[src/rtl/nibble_rx_buf.sv]
// Receive FIFO for the 4-bit nibble stream with valid/ready output, fill level and sticky overflow.
// Optional saturating drop counter enabled by defining NIBBLE_RX_DROP_CNT_EN.
module nibble_rx_buf #(
   parameter int unsigned WIDTH = 4,
   parameter int unsigned DEPTH = 4
) (
   input  logic                     clk,
   input  logic                     rst,
   input  logic                     in_valid,
   input  logic [WIDTH-1:0]         in_data,
   output logic                     out_valid,
   input  logic                     out_ready,
   output logic [WIDTH-1:0]         out_data,
   output logic [$clog2(DEPTH):0]   level,
   output logic                     overflow,
   input  logic                     clr_ovf
`ifdef NIBBLE_RX_DROP_CNT_EN
   ,
   output logic [7:0]               drop_cnt
`endif
);

   localparam int unsigned PTR_W = $clog2(DEPTH);
   localparam int unsigned CNT_W = PTR_W + 1;

   typedef enum logic [1:0] {
      ST_EMPTY   = 2'd0,
      ST_PARTIAL = 2'd1,
      ST_FULL    = 2'd2
   } fill_e;

   logic [WIDTH-1:0] mem [DEPTH];
   logic [PTR_W-1:0] wr_ptr;
   logic [PTR_W-1:0] rd_ptr;
   logic [CNT_W-1:0] count;
   logic [CNT_W-1:0] count_nxt;
   fill_e            status_q;
   fill_e            status_nxt;
   logic             overflow_q;
   logic             overflow_nxt;
   logic             push;
   logic             pop;
   logic             drop;

   // Handshake decode; a full FIFO still accepts a push when a pop frees a slot.
   always_comb begin
      pop  = 1'b0;
      push = 1'b0;
      drop = 1'b0;
      pop  = (status_q != ST_EMPTY) && out_ready;
      push = in_valid && ((status_q != ST_FULL) || pop);
      drop = in_valid && !push;
   end

   // Next fill count and status classification.
   always_comb begin
      count_nxt  = count;
      status_nxt = ST_PARTIAL;
      unique case ({push, pop})
         2'b10:   count_nxt = count + CNT_W'(1);
         2'b01:   count_nxt = count - CNT_W'(1);
         default: count_nxt = count;
      endcase
      if (count_nxt == CNT_W'(0)) begin
         status_nxt = ST_EMPTY;
      end else if (count_nxt == CNT_W'(DEPTH)) begin
         status_nxt = ST_FULL;
      end
   end

   // A drop in the same cycle as a clear wins, so the flag stays set.
   always_comb begin
      overflow_nxt = overflow_q;
      if (drop) begin
         overflow_nxt = 1'b1;
      end else if (clr_ovf) begin
         overflow_nxt = 1'b0;
      end
   end

   // Storage, pointers and status registers.
   always_ff @(posedge clk) begin
      if (rst) begin
         for (int unsigned i = 0; i < DEPTH; i++) begin
            mem[i] <= '0;
         end
         wr_ptr     <= '0;
         rd_ptr     <= '0;
         count      <= '0;
         status_q   <= ST_EMPTY;
         overflow_q <= 1'b0;
      end else begin
         if (push) begin
            mem[wr_ptr] <= in_data;
            wr_ptr      <= wr_ptr + PTR_W'(1);
         end
         if (pop) begin
            rd_ptr <= rd_ptr + PTR_W'(1);
         end
         count      <= count_nxt;
         status_q   <= status_nxt;
         overflow_q <= overflow_nxt;
      end
   end

`ifdef NIBBLE_RX_DROP_CNT_EN
   logic [7:0] drop_q;
   logic [7:0] drop_nxt;

   // Saturating count of dropped samples; a colliding clear restarts at one.
   always_comb begin
      drop_nxt = drop_q;
      if (drop) begin
         if (clr_ovf) begin
            drop_nxt = 8'd1;
         end else if (drop_q != 8'hFF) begin
            drop_nxt = drop_q + 8'd1;
         end
      end else if (clr_ovf) begin
         drop_nxt = 8'd0;
      end
   end

   always_ff @(posedge clk) begin
      if (rst) begin
         drop_q <= 8'd0;
      end else begin
         drop_q <= drop_nxt;
      end
   end

   assign drop_cnt = drop_q;
`endif

   assign out_valid = (status_q != ST_EMPTY);
   assign out_data  = mem[rd_ptr];
   assign level     = count;
   assign overflow  = overflow_q;

endmodule
[config.mk]
export PLATFORM = sky130hd
export DESIGN_NAME = nibble_rx_buf
export DESIGN_NICKNAME = d
export VERILOG_FILES = /design/src/rtl/nibble_rx_buf.sv
export SDC_FILE = /design/constraint.sdc
export NUM_CORES = 1
export LEC_CHECK = 0
export CORE_MARGIN = 5
export CORE_UTILIZATION = 48
export DETAILED_ROUTE_END_ITERATION = 8
export HOLD_SLACK_MARGIN = 0.15
export PLACE_DENSITY = 0.74
export SLEW_MARGIN = 20
export SYNTH_ARGS = -nofsm -noshare
export SYNTH_HDL_FRONTEND = slang
export SYNTH_SLANG_ARGS = --single-unit
export TNS_END_PERCENT = 10
[constraint.sdc]
create_clock -name clk -period 2.08 [get_ports clk]
set_input_delay 0.52 -clock clk [delete_from_list [all_inputs] [get_ports clk]]
set_output_delay 0.52 -clock clk [all_outputs]
set_load 0.01 [all_outputs]
### Word level (Yosys, flattened, before mapping)

Memory sizes are Yosys's and may differ from the RTL's. A register that Yosys moved wholly into a read port is not among the register bits.
Cells that the tools add are included.

| storage, ports and cells | value |
|---|---|
| flip-flop bits (word level) | 10 |
| memory bits (writable) | 16 |
| input port bits | 9 |
| output and inout port bits | 9 |
| memories | 1 |

| operators by class | value |
|---|---|
| add/subtract/negate cells | 4 |
| equal/unequal tests | 4 |
| multiplexer cells | 14 |
| reduce and logical (&&, ||, !) cells | 10 |

Memory list:

| name | words | width | rd ports | clocked after Yosys merged registers in | wr ports | RTL line | source |
|---|---|---|---|---|---|---|---|
| mem | 4 | 4 | 1 | 1 | 4 | 32 | `logic [WIDTH-1:0] mem [DEPTH];` |

Operators by type and width:

| cell | count |
|---|---|
| 2-to-1 mux 1 bit | 8 |
| 2-to-1 mux 2 bit | 4 |
| one-hot mux 3 bit (2 select lines) | 1 |
| adder 2 x 1 -> 2 bit, second input constant | 2 |
| 2-to-1 mux 4 bit | 1 |
| nonzero test 2 bit | 2 |
| OR reduction 4 bit | 1 |
| adder 3 x 1 -> 3 bit, second input constant | 1 |
| == test 3 bit, second input constant | 1 |
| logical AND 1 bit | 3 |
| zero test 3 bit | 1 |
| subtractor 3 x 1 -> 3 bit, second input constant | 1 |
| == test 2 x 1 -> 1 bit, second input constant | 1 |
| == test 2 bit, second input constant | 1 |
| != test 2 bit, second input constant | 1 |
| OR reduction 2 bit | 1 |
| zero test 1 bit | 1 |
| logical OR 1 bit | 1 |

### Logic depth before layout (Yosys ltp)

| logic depth | value |
|---|---|
| depth in word-level cells | 9 |
| depth in mapped cells | 7 |
| gate-level depth less buffers | 7 |

### Worst setup path before layout

OpenSTA, ideal clock, no wires.

| path | value |
|---|---|
| kind | input to register |
| from | in in_valid |
| to | reg status_q[1] |
| arrival time | 2.108 ns |
| data required time | 1.963 ns |
| path slack | -0.145 ns |
| cell stages on the path | 7 |
| path through | buf_4 -> or2_2 -> fa_1 -> or2_1 -> a31oi_1 -> o211ai_1 -> and4b_1 |

| on the way | value |
|---|---|
| word-level cells in the longest chain between the ends | 5 |

Ends and longest elaborated chain:

| what | RTL line | source |
|---|---|---|
| from (decl) | 9 | `input logic in_valid,` |
| logical AND 1 bit * | 51 | `push = in_valid && ((status_q != ST_FULL) \|\| pop);` |
| == test 2 x 1 -> 1 bit / == test 2 bit (equally long branches) | 59 | `unique case ({push, pop})` |
| one-hot mux 3 bit (2 select lines) * | 59 |  |
| == test 3 bit / zero test 3 bit (equally long branches) | 66, 64 |  |
| 2-to-1 mux 2 bit / OR reduction 2 bit (equally long branches) | -- |  |
| to (signal assigned) | 101 | `status_q <= status_nxt;` |
| to (decl) | 37 | `fill_e status_q;` |

Every way passes the cells marked *; elsewhere a longest branch is shown, timed or not.
A chain may end at the register's enable or synchronous reset.

### Worst setup path after layout

| path | value |
|---|---|
| from | in out_ready |
| to | reg status_q[1] |

| on the way | value |
|---|---|
| word-level cells in the longest chain between the ends | 7 |

Ends and longest elaborated chain:

| what | RTL line | source |
|---|---|---|
| from (decl) | 12 | `input logic out_ready,` |
| logical AND 1 bit * | 50 | `pop = (status_q != ST_EMPTY) && out_ready;` |
| logical OR 1 bit | 51 |  |
| logical AND 1 bit | 51 |  |
| == test 2 x 1 -> 1 bit / == test 2 bit (equally long branches) | 59 |  |
| one-hot mux 3 bit (2 select lines) * | 59 |  |
| == test 3 bit / zero test 3 bit (equally long branches) | 66, 64 |  |
| 2-to-1 mux 2 bit / OR reduction 2 bit (equally long branches) | -- |  |

Marked as above.

==> results.cfg <==
[status]
status = finished clean

[critical_path]
setup.worst_path.start_class = primary input
required_ns = 2.30
path_buf_inv = 1
crit_family = simple AND/OR/NAND/NOR gates
crit_arrival_ns = 2.25
cp-end-kind = flop
path_max_fanout = 3
ff2ff_setup_slack_ns = 0.07
path_class = in2reg
timing.rr.start = status_q[1]
r2r_end = status_q[1]
cp-startpoint = out_ready
cpPeakStageDelay_ns = 0.46
path_cells = clkdlybuf4s15_1, o21ai_2, or2_4, fa_1, or2_1, a31oi_1, o211ai_1, and4b_1
cp_slowest_cell = fa_1
reg2regPathDepth = 7

[timing]
max_slew_margin = 0.674
skew_ns = 0.00221
layout_setup_ws_ns = 0.0580
rsz0062_at_grt = yes
worst_pin_slew_ns = 0.488
hold_viol = 0
drv_slew = 0
finalCritPeriodShare = 0.972
layout_min_cycle_time_ns = 2.02
setup_violations = 0
whs_ns = 0.563
fin_tns_setup_ns = 0
fmax_mhz = 495

[global_route]
grt_usage = 0.133
antenna_found_initial = 0
overflow = 0
grt_pass1_vias = 918
grt_pass1_wl_um = 4200
grt_max_degree = 16

[logic_synthesis]
seq_area_frac_synth = 0.539
netlist_top_cells_count = and2_1 (16), edfxtp_1 (16), dfxtp_1 (12), nor2_1 (10)
yosysTopAreaCellShare = 0.359
synth_edf_count = 16
synthArstFlopShare = 0
synthesis.area_sq_um = 1340
synth_top_cells_by_area = edfxtp_1 (36%), dfxtp_1 (18%), and2_1 (7.5%), mux4_2 (6.7%), xor2_1 (3.3%)
synthCells = 108
ys_warn_count = 0
synthFlopType = edfxtp_1
syn_area_per_cell_sq_um = 12.4
syn-num-nets = 118
synth_seq_cells = 28
ys_types = 37
synth.largest_area_cell = edfxtp_1

[cells_and_area]
fill_cells = 221
layout.nets = 148
post-route-util = 0.616
stdcell_area_sq_um = 1670
antenna_cells = 0
layout-drive-gt1-share = 0.219
area_growth_pct = 24.8

[floorplan]
die_area_sq_um = 3940
die_width_um = 62.8
initial_core_util = 0.494
coreArea_sq_um = 2710
io_pins = 18
num_rows = 19
die_h_um = 62.8

[route]
drc_errors = 0
drtAntennaViolNets = 0
dr.pass1.iters = 4
wl_per_cell_um = 15.0
viasPerCell = 5.27
drtIter0Drc = 34
wl_um = 2520
dr_total_vias = 885

[cts]
cts_buffers = 3
cts_buffer_depth = 2
cts_tree = done
htree_num_levels = 1
cts.sinks = 28
insertion_delay_ns = 0.31
cts_root_buf = clkbuf_4
clkSlewWorstSetupHoldPaths_ns = 0.14

[placement]
gp_congestion = 0.792
io_buffers = 17
post-place-ws_ns = -0.635
place_hpwl_um = 2010
placed_area_sq_um = 1630

[hold_path]
holdPathStages = 2
min_path_type = reg2reg
hold_start = rd_ptr[0]

[pwr]
intPower_uw = 1100
seqPwrFrac = 0.475
clkPwrFrac = 0.160
vdd_ir_drop_max_uv = 709
net-switching-power_uw = 488
power_density_nw_per_um2 = 953
pwr-share-comb = 0.365
swShare = 0.307
leakagePower_uw = 0.000664

[run]
maxCapViolCount = 0
## how the worst max path moves through the flow
stage / end / depth (start not counted)
floorplan: status_q[1] / 7
global placement: status_q[1] / 8
detailed placement: status_q[1] / 8
CTS: out_data[2] / 2
global route: status_q[1] / 7
finish: status_q[1] / 8
## tightest hold or removal path: stages, from the launching register on
cell and delay [ns]:
dfxtp_1 0.37, xor2_1 0.09, nor2_1 0.08
## metrics by stage
step,power (uW),instances
2_1_floorplan,1100,108
6_report,1590,168
5_1_grt,1690,168
3_3_place_gp,1340,164
4_1_cts,1600,168
3_5_place_dp,1360,164
## sequential cells by signal (all words and copies together) (netlist names), named ones only
name	flops
level	3
mem	16
overflow	1
rd_ptr	2
status_q	2
wr_ptr	2
## power by group through the flow
stage	registers (uW)	clock network (uW)	logic, uW
after floorplan	767	0	333
after global placement	759	0	579
after detailed placement	764	0	598
after CTS	755	261	584
after global routing	773	285	631
final	756	254	581
## what timing repair did
item	in CTS	in global routing
hold buffers	0	0
setup endpoints to repair	8	6
gates resized for setup	8	8
pin swaps	4	0
buffers inserted	0	0
## layout make-up
cell class / instances / area, sq um / share of cell area
multi-input cells: 72 / 588 / 0.352
clock buffers: 4 / 36.3 / 0.0217
flip-flops and latches: 28 / 726 / 0.435
well taps: 31 / 38.8 / 0.0232
inverters: 5 / 18.8 / 0.0112
repair buffers: 28 / 262 / 0.157
## placed cells by master, fill, tap and decap left out, drive strengths merged, types with 2 or more instances in the layout
cell           count
o21ai              2
clkbuf             5
nand3              2
nand2b             5
inv                5
nor2b              2
xor2               5
a31oi              2
mux4               4
nor3               2
a21oi              2
clkdlybuf4s15      4
buf               11
nand2              2
edfxtp            16
clkdlybuf4s50     10
dfxtp             12
and2              16
nor2              10
or2                3
o21bai             2
## per-layer routing
| layer | global-route usage | vias to the layer above | share of wire |
|---|---|---|---|
| li1 | - | 439 | - |
| met1 | 0.163 | 435 | 0.44 |
| met2 | 0.241 | 9 | 0.53 |
| met3 | 0.0288 | 2 | 0.031 |
| met4 | 0.0239 | 0 | 0.0040 |
| met5 | 0 | - | 0 |
## kinds of logic after synthesis
group / after synthesis / synth area share
simple gates: 48 / 0.241
flops: 28 / 0.539
compound gates: 11 / 0.0533
buf+inv: 8 / 0.0262
xor+xnor: 6 / 0.0393
mux: 6 / 0.0861
fa+ha+maj: 1 / 0.0150
(Power assumes the default switching activity.)
